<file path="config.mk">
export PLATFORM = sky130hd
export DESIGN_NAME = cpu_controller_flat
export DESIGN_NICKNAME = d
export VERILOG_FILES = /design/src/rtl/cpu_controller_if.sv /design/src/rtl/cpu_controller.sv /design/src/flat_wrapper.sv
export SDC_FILE = /design/constraint.sdc
export NUM_CORES = 1
export LEC_CHECK = 0
export CAP_MARGIN = 20
export CORE_MARGIN = 2
export CORE_UTILIZATION = 25
export DETAILED_ROUTE_END_ITERATION = 10
export PLACE_DENSITY = 0.57
export REMOVE_ABC_BUFFERS = 1
export SLEW_MARGIN = 20
export SYNTH_ARGS = -nofsm -noshare
export SYNTH_HDL_FRONTEND = slang
export SYNTH_SLANG_ARGS = --single-unit
</file>
<file path="constraint.sdc">
create_clock -name clk -period 1.7 [get_ports clk]
set_input_delay 0.51 -clock clk [delete_from_list [all_inputs] [get_ports clk]]
set_output_delay 0.51 -clock clk [all_outputs]
set_load 0.01 [all_outputs]
</file>
<file path="src/rtl/cpu_controller_if.sv">
// Control bundle between the instruction sequencer and the datapath it drives.
// Optional stall input is present only when CPU_CTRL_STALL_EN is defined.
interface cpu_controller_if;
    logic [2:0] opcode;
    logic       zero;
`ifdef CPU_CTRL_STALL_EN
    logic       stall;
`endif
    logic [2:0] phase;
    logic       sel;
    logic       rd;
    logic       ld_ir;
    logic       halt;
    logic       inc_pc;
    logic       ld_ac;
    logic       ld_pc;
    logic       wr;
    logic       data_e;

`ifdef CPU_CTRL_STALL_EN
    modport master (
        output opcode, zero, stall,
        input  phase, sel, rd, ld_ir, halt, inc_pc, ld_ac, ld_pc, wr, data_e
    );
    modport slave (
        input  opcode, zero, stall,
        output phase, sel, rd, ld_ir, halt, inc_pc, ld_ac, ld_pc, wr, data_e
    );
`else
    modport master (
        output opcode, zero,
        input  phase, sel, rd, ld_ir, halt, inc_pc, ld_ac, ld_pc, wr, data_e
    );
    modport slave (
        input  opcode, zero,
        output phase, sel, rd, ld_ir, halt, inc_pc, ld_ac, ld_pc, wr, data_e
    );
`endif
endinterface

</file>
<file path="src/rtl/cpu_controller.sv">
// 8-phase instruction sequencer for the accumulator CPU; strobes are a zero-latency decode of the phase.
// Define CPU_CTRL_STALL_EN to add a stall input that freezes the sequencer and masks all strobes but halt.
module cpu_controller (
    input  logic             clk,
    input  logic             rst,
    cpu_controller_if.slave  bus
);
    localparam int NUM_PHASES = 8;

    typedef enum logic [2:0] {
        INST_ADDR  = 3'd0,
        INST_FETCH = 3'd1,
        INST_LOAD  = 3'd2,
        IDLE       = 3'd3,
        OP_ADDR    = 3'd4,
        OP_FETCH   = 3'd5,
        ALU_OP     = 3'd6,
        STORE      = 3'd7
    } phase_t;

    localparam logic [2:0] OP_HLT = 3'd0;
    localparam logic [2:0] OP_SKZ = 3'd1;
    localparam logic [2:0] OP_ADD = 3'd2;
    localparam logic [2:0] OP_AND = 3'd3;
    localparam logic [2:0] OP_XOR = 3'd4;
    localparam logic [2:0] OP_LDA = 3'd5;
    localparam logic [2:0] OP_STO = 3'd6;
    localparam logic [2:0] OP_JMP = 3'd7;

    localparam phase_t LAST_PHASE = phase_t'(3'(NUM_PHASES - 1));

    phase_t r_phase;
    phase_t w_phase_nxt;
    logic   r_halted;
    logic   w_halted_nxt;
    logic   w_stall;
    logic   w_aluop;
    logic   w_sel, w_rd, w_ld_ir, w_halt, w_inc_pc, w_ld_ac, w_ld_pc, w_wr, w_data_e;

`ifdef CPU_CTRL_STALL_EN
    assign w_stall = bus.stall;
`else
    assign w_stall = 1'b0;
`endif

    assign w_aluop = (bus.opcode == OP_ADD) || (bus.opcode == OP_AND) ||
                     (bus.opcode == OP_XOR) || (bus.opcode == OP_LDA);

    always_ff @(posedge clk or posedge rst) begin
        if (rst) begin
            r_phase  <= INST_ADDR;
            r_halted <= 1'b0;
        end else begin
            r_phase  <= w_phase_nxt;
            r_halted <= w_halted_nxt;
        end
    end

    always_comb begin
        w_phase_nxt  = r_phase;
        w_halted_nxt = r_halted;
        w_sel        = 1'b0;
        w_rd         = 1'b0;
        w_ld_ir      = 1'b0;
        w_halt       = 1'b0;
        w_inc_pc     = 1'b0;
        w_ld_ac      = 1'b0;
        w_ld_pc      = 1'b0;
        w_wr         = 1'b0;
        w_data_e     = 1'b0;

        // A HLT seen in OP_ADDR latches halted and leaves the phase parked at OP_ADDR.
        if (!r_halted && !w_stall) begin
            if (r_phase == OP_ADDR && bus.opcode == OP_HLT)
                w_halted_nxt = 1'b1;
            else if (r_phase == LAST_PHASE)
                w_phase_nxt = INST_ADDR;
            else
                w_phase_nxt = phase_t'(r_phase + 3'd1);
        end

        if (r_halted) begin
            w_halt = 1'b1;
        end else begin
            case (r_phase)
                INST_ADDR: w_sel = 1'b1;
                INST_FETCH: begin
                    w_sel = 1'b1;
                    w_rd  = 1'b1;
                end
                INST_LOAD, IDLE: begin
                    w_sel   = 1'b1;
                    w_rd    = 1'b1;
                    w_ld_ir = 1'b1;
                end
                OP_ADDR: begin
                    w_inc_pc = 1'b1;
                    w_halt   = (bus.opcode == OP_HLT);
                end
                OP_FETCH: w_rd = w_aluop;
                ALU_OP: begin
                    w_rd     = w_aluop;
                    w_inc_pc = (bus.opcode == OP_SKZ) && bus.zero;
                    w_ld_pc  = (bus.opcode == OP_JMP);
                    w_data_e = (bus.opcode == OP_STO);
                end
                STORE: begin
                    w_rd     = w_aluop;
                    w_ld_ac  = w_aluop;
                    w_ld_pc  = (bus.opcode == OP_JMP);
                    w_wr     = (bus.opcode == OP_STO);
                    w_data_e = (bus.opcode == OP_STO);
                end
                default: w_sel = 1'b0;
            endcase

            if (w_stall) begin
                w_sel    = 1'b0;
                w_rd     = 1'b0;
                w_ld_ir  = 1'b0;
                w_inc_pc = 1'b0;
                w_ld_ac  = 1'b0;
                w_ld_pc  = 1'b0;
                w_wr     = 1'b0;
                w_data_e = 1'b0;
            end
        end
    end

    assign bus.phase  = r_phase;
    assign bus.sel    = w_sel;
    assign bus.rd     = w_rd;
    assign bus.ld_ir  = w_ld_ir;
    assign bus.halt   = w_halt;
    assign bus.inc_pc = w_inc_pc;
    assign bus.ld_ac  = w_ld_ac;
    assign bus.ld_pc  = w_ld_pc;
    assign bus.wr     = w_wr;
    assign bus.data_e = w_data_e;
endmodule
</file>
<file path="src/flat_wrapper.sv">
// flat-port wrapper written by rule: the top's interface ports become plain ports
module cpu_controller_flat 
  (clk, rst, bus_opcode, bus_zero, bus_phase, bus_sel, bus_rd, bus_ld_ir, bus_halt, bus_inc_pc, bus_ld_ac, bus_ld_pc, bus_wr, bus_data_e);
  cpu_controller_if bus_i ();
  input  logic clk;
  input  logic rst;
  input wire logic [$bits(bus_i.opcode)-1:0] bus_opcode;
  input wire logic [$bits(bus_i.zero)-1:0] bus_zero;
  output wire logic [$bits(bus_i.phase)-1:0] bus_phase;
  output wire logic [$bits(bus_i.sel)-1:0] bus_sel;
  output wire logic [$bits(bus_i.rd)-1:0] bus_rd;
  output wire logic [$bits(bus_i.ld_ir)-1:0] bus_ld_ir;
  output wire logic [$bits(bus_i.halt)-1:0] bus_halt;
  output wire logic [$bits(bus_i.inc_pc)-1:0] bus_inc_pc;
  output wire logic [$bits(bus_i.ld_ac)-1:0] bus_ld_ac;
  output wire logic [$bits(bus_i.ld_pc)-1:0] bus_ld_pc;
  output wire logic [$bits(bus_i.wr)-1:0] bus_wr;
  output wire logic [$bits(bus_i.data_e)-1:0] bus_data_e;
  assign bus_i.opcode = bus_opcode;
  assign bus_i.zero = bus_zero;
  assign bus_phase = bus_i.phase;
  assign bus_sel = bus_i.sel;
  assign bus_rd = bus_i.rd;
  assign bus_ld_ir = bus_i.ld_ir;
  assign bus_halt = bus_i.halt;
  assign bus_inc_pc = bus_i.inc_pc;
  assign bus_ld_ac = bus_i.ld_ac;
  assign bus_ld_pc = bus_i.ld_pc;
  assign bus_wr = bus_i.wr;
  assign bus_data_e = bus_i.data_e;
  cpu_controller u_core (.clk(clk), .rst(rst), .bus(bus_i));
endmodule
</file>
After elaboration in Yosys (flattened, before gate mapping)
Cells that the tools add are included.
{"block": "totals", "reg_bits": 4, "inputBits": 6, "output_inout_bits": 12, "elab_cells": 53}
{"block": "op_classes", "n_addsub": 1, "n_eq_ne": 14, "muxes": 21, "bitwise": 2, "reduce_logical": 13}
{"cell": "$eq 3x3->1 const B", "n": 8}
{"cell": "$mux 1", "n": 18}
{"cell": "$eq 3x2->1 const B", "n": 4}
{"cell": "$eq 3x1->1 const B", "n": 2}
{"cell": "$logic_not 3->1", "n": 2}
{"cell": "$reduce_or 3->1", "n": 2}
{"cell": "$pmux 1 s2", "n": 2}
{"cell": "$reduce_or 2->1", "n": 2}
{"cell": "$reduce_or 4->1", "n": 1}
{"cell": "$add 3x1->3 const B", "n": 1}
{"cell": "$logic_or 1x1->1", "n": 3}
{"cell": "$mux 3", "n": 1}
{"cell": "$logic_and 1x1->1", "n": 2}
{"cell": "$not 1->1", "n": 2}
{"cell": "$reduce_and 2->1", "n": 1}

Logic depth before layout (Yosys ltp)
Gate-level depths: netlist of run 1.
{"block": "depth", "ltp_word": 6, "ltp_mapped": 5, "mapped_depth_nobuf": 5}

Worst setup path before layout of run 1
Ideal clock, no wire load.
{"block": "synth_path", "path_kind": "register -> output", "start": "register u_core.r_phase[0], in the netlist u_core.bus.phase[0]", "end": "output port bus_halt", "t_arrival_ns": 1.283, "required_ns": 1.190, "path_slack_ns": -0.093, "path_stages_with_launch": 6, "n_path_buf": 0, "cell_sequence": "dfrtp_1 inv_1 ha_1 nor4b_2 a21oi_1 inv_1"}
{"block": "synth_via", "elab_chain_len": 3}
{"item": "from (decl)", "line_no": "cpu_controller.sv:32", "rtl": "phase_t r_phase;"}
{"item": "from (signal assigned)", "line_no": "cpu_controller.sv:54", "rtl": "r_phase <= w_phase_nxt;"}
{"item": "$eq 3x3->1", "line_no": "cpu_controller.sv:85", "rtl": "case (r_phase)"}
{"item": "$mux 1", "line_no": "cpu_controller.sv:85"}
{"item": "$mux 1", "line_no": "cpu_controller.sv:82", "rtl": "if (r_halted) begin"}
{"item": "to (decl)", "line_no": "flat_wrapper.sv:13", "rtl": "output wire logic [$bits(bus_i.halt)-1:0] bus_halt;"}
No other way between the ends.

Final worst setup path of run 1
{"block": "layout_path", "start": "register u_core.r_phase[1], in the netlist u_core.bus.phase[1]", "end": "output port bus_ld_pc"}
{"block": "layout_via", "elab_chain_len": 4, "word_cells_on_any_way": 5, "classes_between": "eq/ne (2); mux (2); reduce/logical (1)"}
{"item": "$eq 3x3->1", "line_no": "cpu_controller.sv:85"}
{"item": "$reduce_or 2->1 (no source line) *"}
{"item": "$mux 1 *"}
{"item": "$mux 1 *", "line_no": "cpu_controller.sv:82"}
{"item": "to (decl)", "line_no": "flat_wrapper.sv:16", "rtl": "output wire logic [$bits(bus_i.ld_pc)-1:0] bus_ld_pc;"}
Every way passes the cells marked *; elsewhere a longest branch is shown, timed or not.

==> impl_metrics.toml, run 1 <==
[status]
outcome = "finished, violations left"
violations = "negative setup slack"

[die]
die_height_microns = 42.0
initial_core_util = 0.271
rows = 13
die_area_sq_um = 1770
io_pins = 18
dieWidth_microns = 42.0
core-area_sq_um = 1330

[synth]
synth_area_sq_um = 362
netlist_instances = 41
synth_compound_area_frac = 0.100
synth_top_family_by_area = "simple AND/OR/NAND/NOR gates"
ys.flop_type = "dfrtp_1"
ys_warn_count = 0
synth_edf_count = 0
seq_area_frac_synth = 0.277
avgSynthCellArea_sq_um = 8.82
synthArstFlopShare = 1.00
ys_ff_latch = 4
synth-xor-area-share = 0.0242
yosys.area_share.simple = 0.239
synth_fa_ha_area_frac = 0.208
synth_cell_types = 20
synth_mux_area_frac = 0.0692

[clock_network]
cts_tree = "yes"
cts_sinks = 4
cts_buffer_depth = 2
cts.root.buffer_cell = "clkbuf_4"
postCtsHoldBufs = 0
numCtsBuffers = 3
clk_pin_slew_ps = 40
htree_num_levels = 1
clock_latency_ps = 230

[placement]
place_congestion = 0.705
dpl_cell_area_sq_um = 652
placedCellCount = 86
portBuffers = 17
dp_hpwl_microns = 736

[setup_path]
ff2ff_path_depth = 6
cp_cell_sequence = "inv_2 > or4_4 > nor2_2 > buf_2"
worstSetupPathType = "reg -> out"
worstSetupPathDepth = 4
path_buf_inv = 2
cp_max_fo = 4
slowest_delay_ps = 530
cp_data_arrival_time_ps = 1440
crit_path_start_kind = "register"
cp-startpoint = "u_core.bus.phase[1]$_DFFE_PP0P_"
crit_slowest_cell = "or4_4"
crit_family = "simple AND/OR/NAND/NOR gates"
endpoint_kind = "primary output"
rr_startpoint = "u_core.bus.phase[1]$_DFFE_PP0P_"
worstReg2RegEnd = "u_core.bus.phase[0]$_DFFE_PP0P_"
r2r_slack_ps = 150
crit_path_end = "bus_ld_pc"
required_ps = 1190

[drt]
firstDrtPassIters = 2
via_per_inst = 4.47
detail_route.iter0.violations = 2
wire_per_inst_microns = 10.8
drc = 0
wirelength_microns = 1020
drtAntennaViolNets = 0
vias = 420

[grt]
antenna_found_initial = 0
gr-usage-all-layers = 0.127
grt_pass1_vias = 417
grt_max_degree = 10
grt-ovfl-total = 0
grt_pass1_wl_microns = 1730

[timing]
tightest_slew_ps = 266
finalMaxSlewViolations = 0
max_freq_mhz = 513
slew-limit-headroom = 0.822
min_period_over_period = 1.15
skew_ps = 0.444
timing.hold.ws_ps = 461
layout_setup_ws_ps = -251
fin_crit_ps = 1950
hold_viol = 0
setup_viol = 7
rsz0062_at_grt = "true"

[power]
total_power_mw = 1.29
leakage_nw = 0.378
ir_drop_v = 0.000999
powerDensity_nw_per_um2 = 1670

[final_layout]
register_area_sq_um = 100
diodes = 0
instances_no_fill = 94
fillers = 131
drive_gt1_frac = 0.633
multi_input_area_sq_um = 329
fin_nets = 93
fin_area_sq_um = 772
syn_to_final_growth_pct = 113

[job]
cap_violations = 0

[min_path]
hold_class = "in -> async"
[flip-flops by register name (all words and copies together), names as in the netlist]
signal / cells
u_core.bus.phase: 3
u_core.r_halted: 1
[power by group]
group	switching [mW]	internal, mW	leakage (nW)
Sequential	0.0430	0.148	0.0472
Clock	0.0350	0.0787	0.0138
Combinational	0.425	0.560	0.317
[synth_stat cells, drive strengths merged, types with 2 or more instances]
cell | number | share of area
dfrtp | 4 | 0.28
ha | 6 | 0.21
inv | 7 | 0.073
nand2 | 2 | 0.021
nor2 | 5 | 0.052
nor3 | 2 | 0.028
nor4b | 2 | 0.066
o21ai | 2 | 0.028
[kinds of logic (layout without fill, tap and decap cells)]
family	Yosys count	after routing
AND/OR/NAND/NOR	14	14
buffers and inverters	8	46
adder cells (fa/ha/maj)	6	6
AO/OA/AOI/OAI	6	6
flip-flops	4	4
multiplexers	2	2
XOR/XNOR	1	1
[through the flow]
stage | TNS [ps] | util | setup slack [ps]
after floorplan | -291 | - | -93.0
after global placement | -7080 | 0.489 | -997
after detailed placement | -7170 | 0.489 | -1030
after CTS | -1640 | 0.565 | -260
after global routing | -2170 | 0.579 | -349
final | -1580 | 0.579 | -251
[layout by cell type, fill, tap and decap left out, drive strengths merged]
cell	n
buf	27
inv	7
ha	6
dlygate4sd2	5
nor2	5
dfrtp	4
clkbuf	3
clkdlybuf4s15	3
nand2	2
nor3	2
o21ai	2
nor4b	2
a21oi	1
mux2	1
nand2b	1
mux2i	1
or4	1
xor2	1
and3b	1
a41oi	1
o22ai	1
a31oi	1
clkdlybuf4s50	1
[per-layer routing]
layer	GRT usage	routed length [microns]
met1	0.158	422
met5	0	0
met2	0.213	554
met3	0.0259	41
met4	0.0563	0
[worst min path at each step]
stage / slack, ps / cells after the start / start / to
after floorplan: 280 / 1 / rst / u_core.bus.phase[0]$_DFFE_PP0P_
after global placement: 670 / 2 / u_core.r_halted$_DFF_PP0_ / u_core.bus.phase[2]$_DFFE_PP0P_
after detailed placement: 660 / 2 / u_core.r_halted$_DFF_PP0_ / u_core.bus.phase[2]$_DFFE_PP0P_
after CTS: 450 / 2 / rst / u_core.bus.phase[2]$_DFFE_PP0P_
after global routing: 470 / 2 / rst / u_core.bus.phase[0]$_DFFE_PP0P_
final: 460 / 2 / rst / u_core.bus.phase[0]$_DFFE_PP0P_
[final cells by class]
| cell class | instances | area share |
|---|---|---|
| Clock buffer | 3 | 0.0292 |
| Inverter | 7 | 0.0340 |
| Multi-Input combinational cell | 29 | 0.426 |
| Sequential cell | 4 | 0.130 |
| Tap cell | 15 | 0.0243 |
| Timing Repair Buffer | 36 | 0.357 |
[repair_timing]
item                                    4_1_cts  5_1_grt
setup buffers                                 5        2
resized for setup                            63        4
endpoints found under the hold margin         0        0
endpoints found under the setup margin       13       10
pin swaps                                     9        2
Power figures use the tool's default switching activity.
==> run 2, diff against run 1 <==
- DONT_BUFFER_PORTS: not set -> 1
- PLACE_DENSITY: 0.57 -> 0.39
- clock period: 1.7 -> 2.35 ns (I/O delays scaled with it)
==> run 2 against run 1 <==
  * The flow now finishes without violations
  * Design area decreased by 42%
  * Worst setup slack improved by 410 ps
  * Via count decreased by 26%
  * Register-to-register slack improved by 670 ps
  * Routed wire length decreased by 20%
  * Global-route usage decreased by 2.0 points
  * Flip-flop and latch count unchanged
  * Final cell count decreased by 34%
  * Worst hold slack got worse by 220 ps
  * Clock skew increased by 3.1 ps
  * Sequential share of layout area increased by 9.8 points
  * Critical path type unchanged
  * Critical endpoint is now bus_wr
  * Largest power group unchanged
  * Highest routed layer unchanged
==> impl_metrics.toml, run 2 (synthesis gave the netlist of run 1 again) <==
[timing]
finalMaxSlewViolations = 0
layout_setup_ws_ps = 159
fin_crit_ps = 2190
slew-limit-headroom = 0.728
skew_ps = 3.50
tightest_slew_ps = 405
setup_viol = 0
hold_viol = 0
rsz0062_at_grt = "false"
tns_ps = 0
max_freq_mhz = 456
min_period_over_period = 0.932

[final_layout]
syn_to_final_growth_pct = 24.6
fin_area_sq_um = 450
largest_register_ffs = 3
final_cell_mix = "inv_1, ha_1, nor2_1"
fin_nets = 61
drive_gt1_frac = 0.319
diodes = 0

[drt]
drtAntennaViolNets = 0
detail_route.iter0.violations = 2
wire_per_inst_microns = 13.1
firstDrtPassIters = 4
vias = 309
wirelength_microns = 812
drc = 0
via_per_inst = 4.98

[power]
pwr-share-clk = 0.149
leakage_nw = 0.217
swShare = 0.457
total_power_mw = 0.586
seq_power_share = 0.261
switchingPower_mw = 0.268
powerDensity_nw_per_um2 = 1300
ir_drop_v = 0.000443
p_int_mw = 0.319
comb_power_share = 0.590

[die]
die_height_microns = 42.0
core-area_sq_um = 1330
dieWidth_microns = 42.0
io_pins = 18
initial_core_util = 0.271
die_area_sq_um = 1770
rows = 13

[grt]
gr-usage-all-layers = 0.108
grt_pass1_wl_microns = 1420
antenna_found_initial = 0
grt_pass1_vias = 335
grt_max_degree = 10
grt-ovfl-total = 0

[setup_path]
cp_data_arrival_time_ps = 1490
path_buf_inv = 1
endpoint_kind = "primary output"
cp_common_cell = "ha_1"
crit_slowest_cell = "dfrtp_2"
crit_family = "adder cells"
slowest_delay_ps = 420
worstSetupPathType = "reg -> out"
crit_path_start_kind = "register"
required_ps = 1640
cp_cell_sequence = "ha_1 > ha_1 > nor4b_2 > buf_4"
cp_max_fo = 5

[placement]
place_congestion = 0.722
portBuffers = 0
dp_hpwl_microns = 636
dpl_cell_area_sq_um = 407
dpl_worst_slack_ps = 202

[clock_network]
postCtsHoldBufs = 0
post_cts_buffers = 0
clock_latency_ps = 240
cts_tree = "yes"
htree_num_levels = 1
cts.root.buffer_cell = "clkbuf_4"
clk_pin_slew_ps = 40
cts_sinks = 4
cts_buffer_depth = 2
numCtsBuffers = 3

[status]
outcome = "finished, final reports clean"

[job]
cap_violations = 0

[min_path]
hold_class = "in -> async"
==> run 2: cell types whose count changed in the layout (fill, tap and decap cells not counted), moves of 3 or more <==
cell / delta
ha_1: +5
dlygate4sd2_1: -5
buf_4: -13
ha_4: -3
buf_2: -8
==> run 2: per-stage QoR <==
stage,cells,hold WS (ps),utilization
floorplan,40,471,-
global placement,59,490,0.305
detailed placement,59,487,0.305
CTS,62,234,0.325
global route,62,227,0.338
finish,62,239,0.338
==> run 2: worst paths after layout <==
kind | start | end | slack [ps] | cells past startpoint
max in group asynchronous | rst | u_core.bus.phase[0]$_DFFE_PP0P_ | 1940 | 1
setup / recovery | u_core.bus.phase[1]$_DFFE_PP0P_ | bus_wr | 160 | 4
hold / removal | rst | u_core.r_halted$_DFF_PP0_ | 240 | 1
hold reg to reg | u_core.bus.phase[0]$_DFFE_PP0P_ | u_core.bus.phase[0]$_DFFE_PP0P_ | 600 | 1
min in group clk | u_core.bus.phase[0]$_DFFE_PP0P_ | u_core.bus.phase[0]$_DFFE_PP0P_ | 600 | 1
setup reg to reg | u_core.bus.phase[1]$_DFFE_PP0P_ | u_core.bus.phase[0]$_DFFE_PP0P_ | 820 | 5
==> run 2: timing repair <==
action	CTS	global route
gates resized for setup	1	5
pin swaps	0	0
setup endpoints to repair	1	4
==> run 2: per-layer routing <==
layer,global-route usage,part of all wire
met3,0.0776,0.12
met5,0,0
met2,0.163,0.46
met1,0.110,0.42
met4,0.0563,0
==> run 2: final cells by class <==
| type | count | area, sq um |
|---|---|---|
| Timing Repair Buffer | 4 | 30.0 |
| Tap cell | 15 | 18.8 |
| Clock buffer | 3 | 22.5 |
| Sequential cell | 4 | 103 |
| Inverter | 7 | 26.3 |
| Fill cell | 141 | 883 |
| Multi-Input combinational cell | 29 | 250 |
==> run 2: power by group through the flow <==
stage	clock, mW	sequential [mW]	combinational [mW]
3_5_place_dp	0	0.150	0.332
6_report	0.0871	0.153	0.346
5_1_grt	0.102	0.163	0.390
2_1_floorplan	0	0.168	0.215
3_3_place_gp	0	0.147	0.336
4_1_cts	0.0915	0.150	0.339
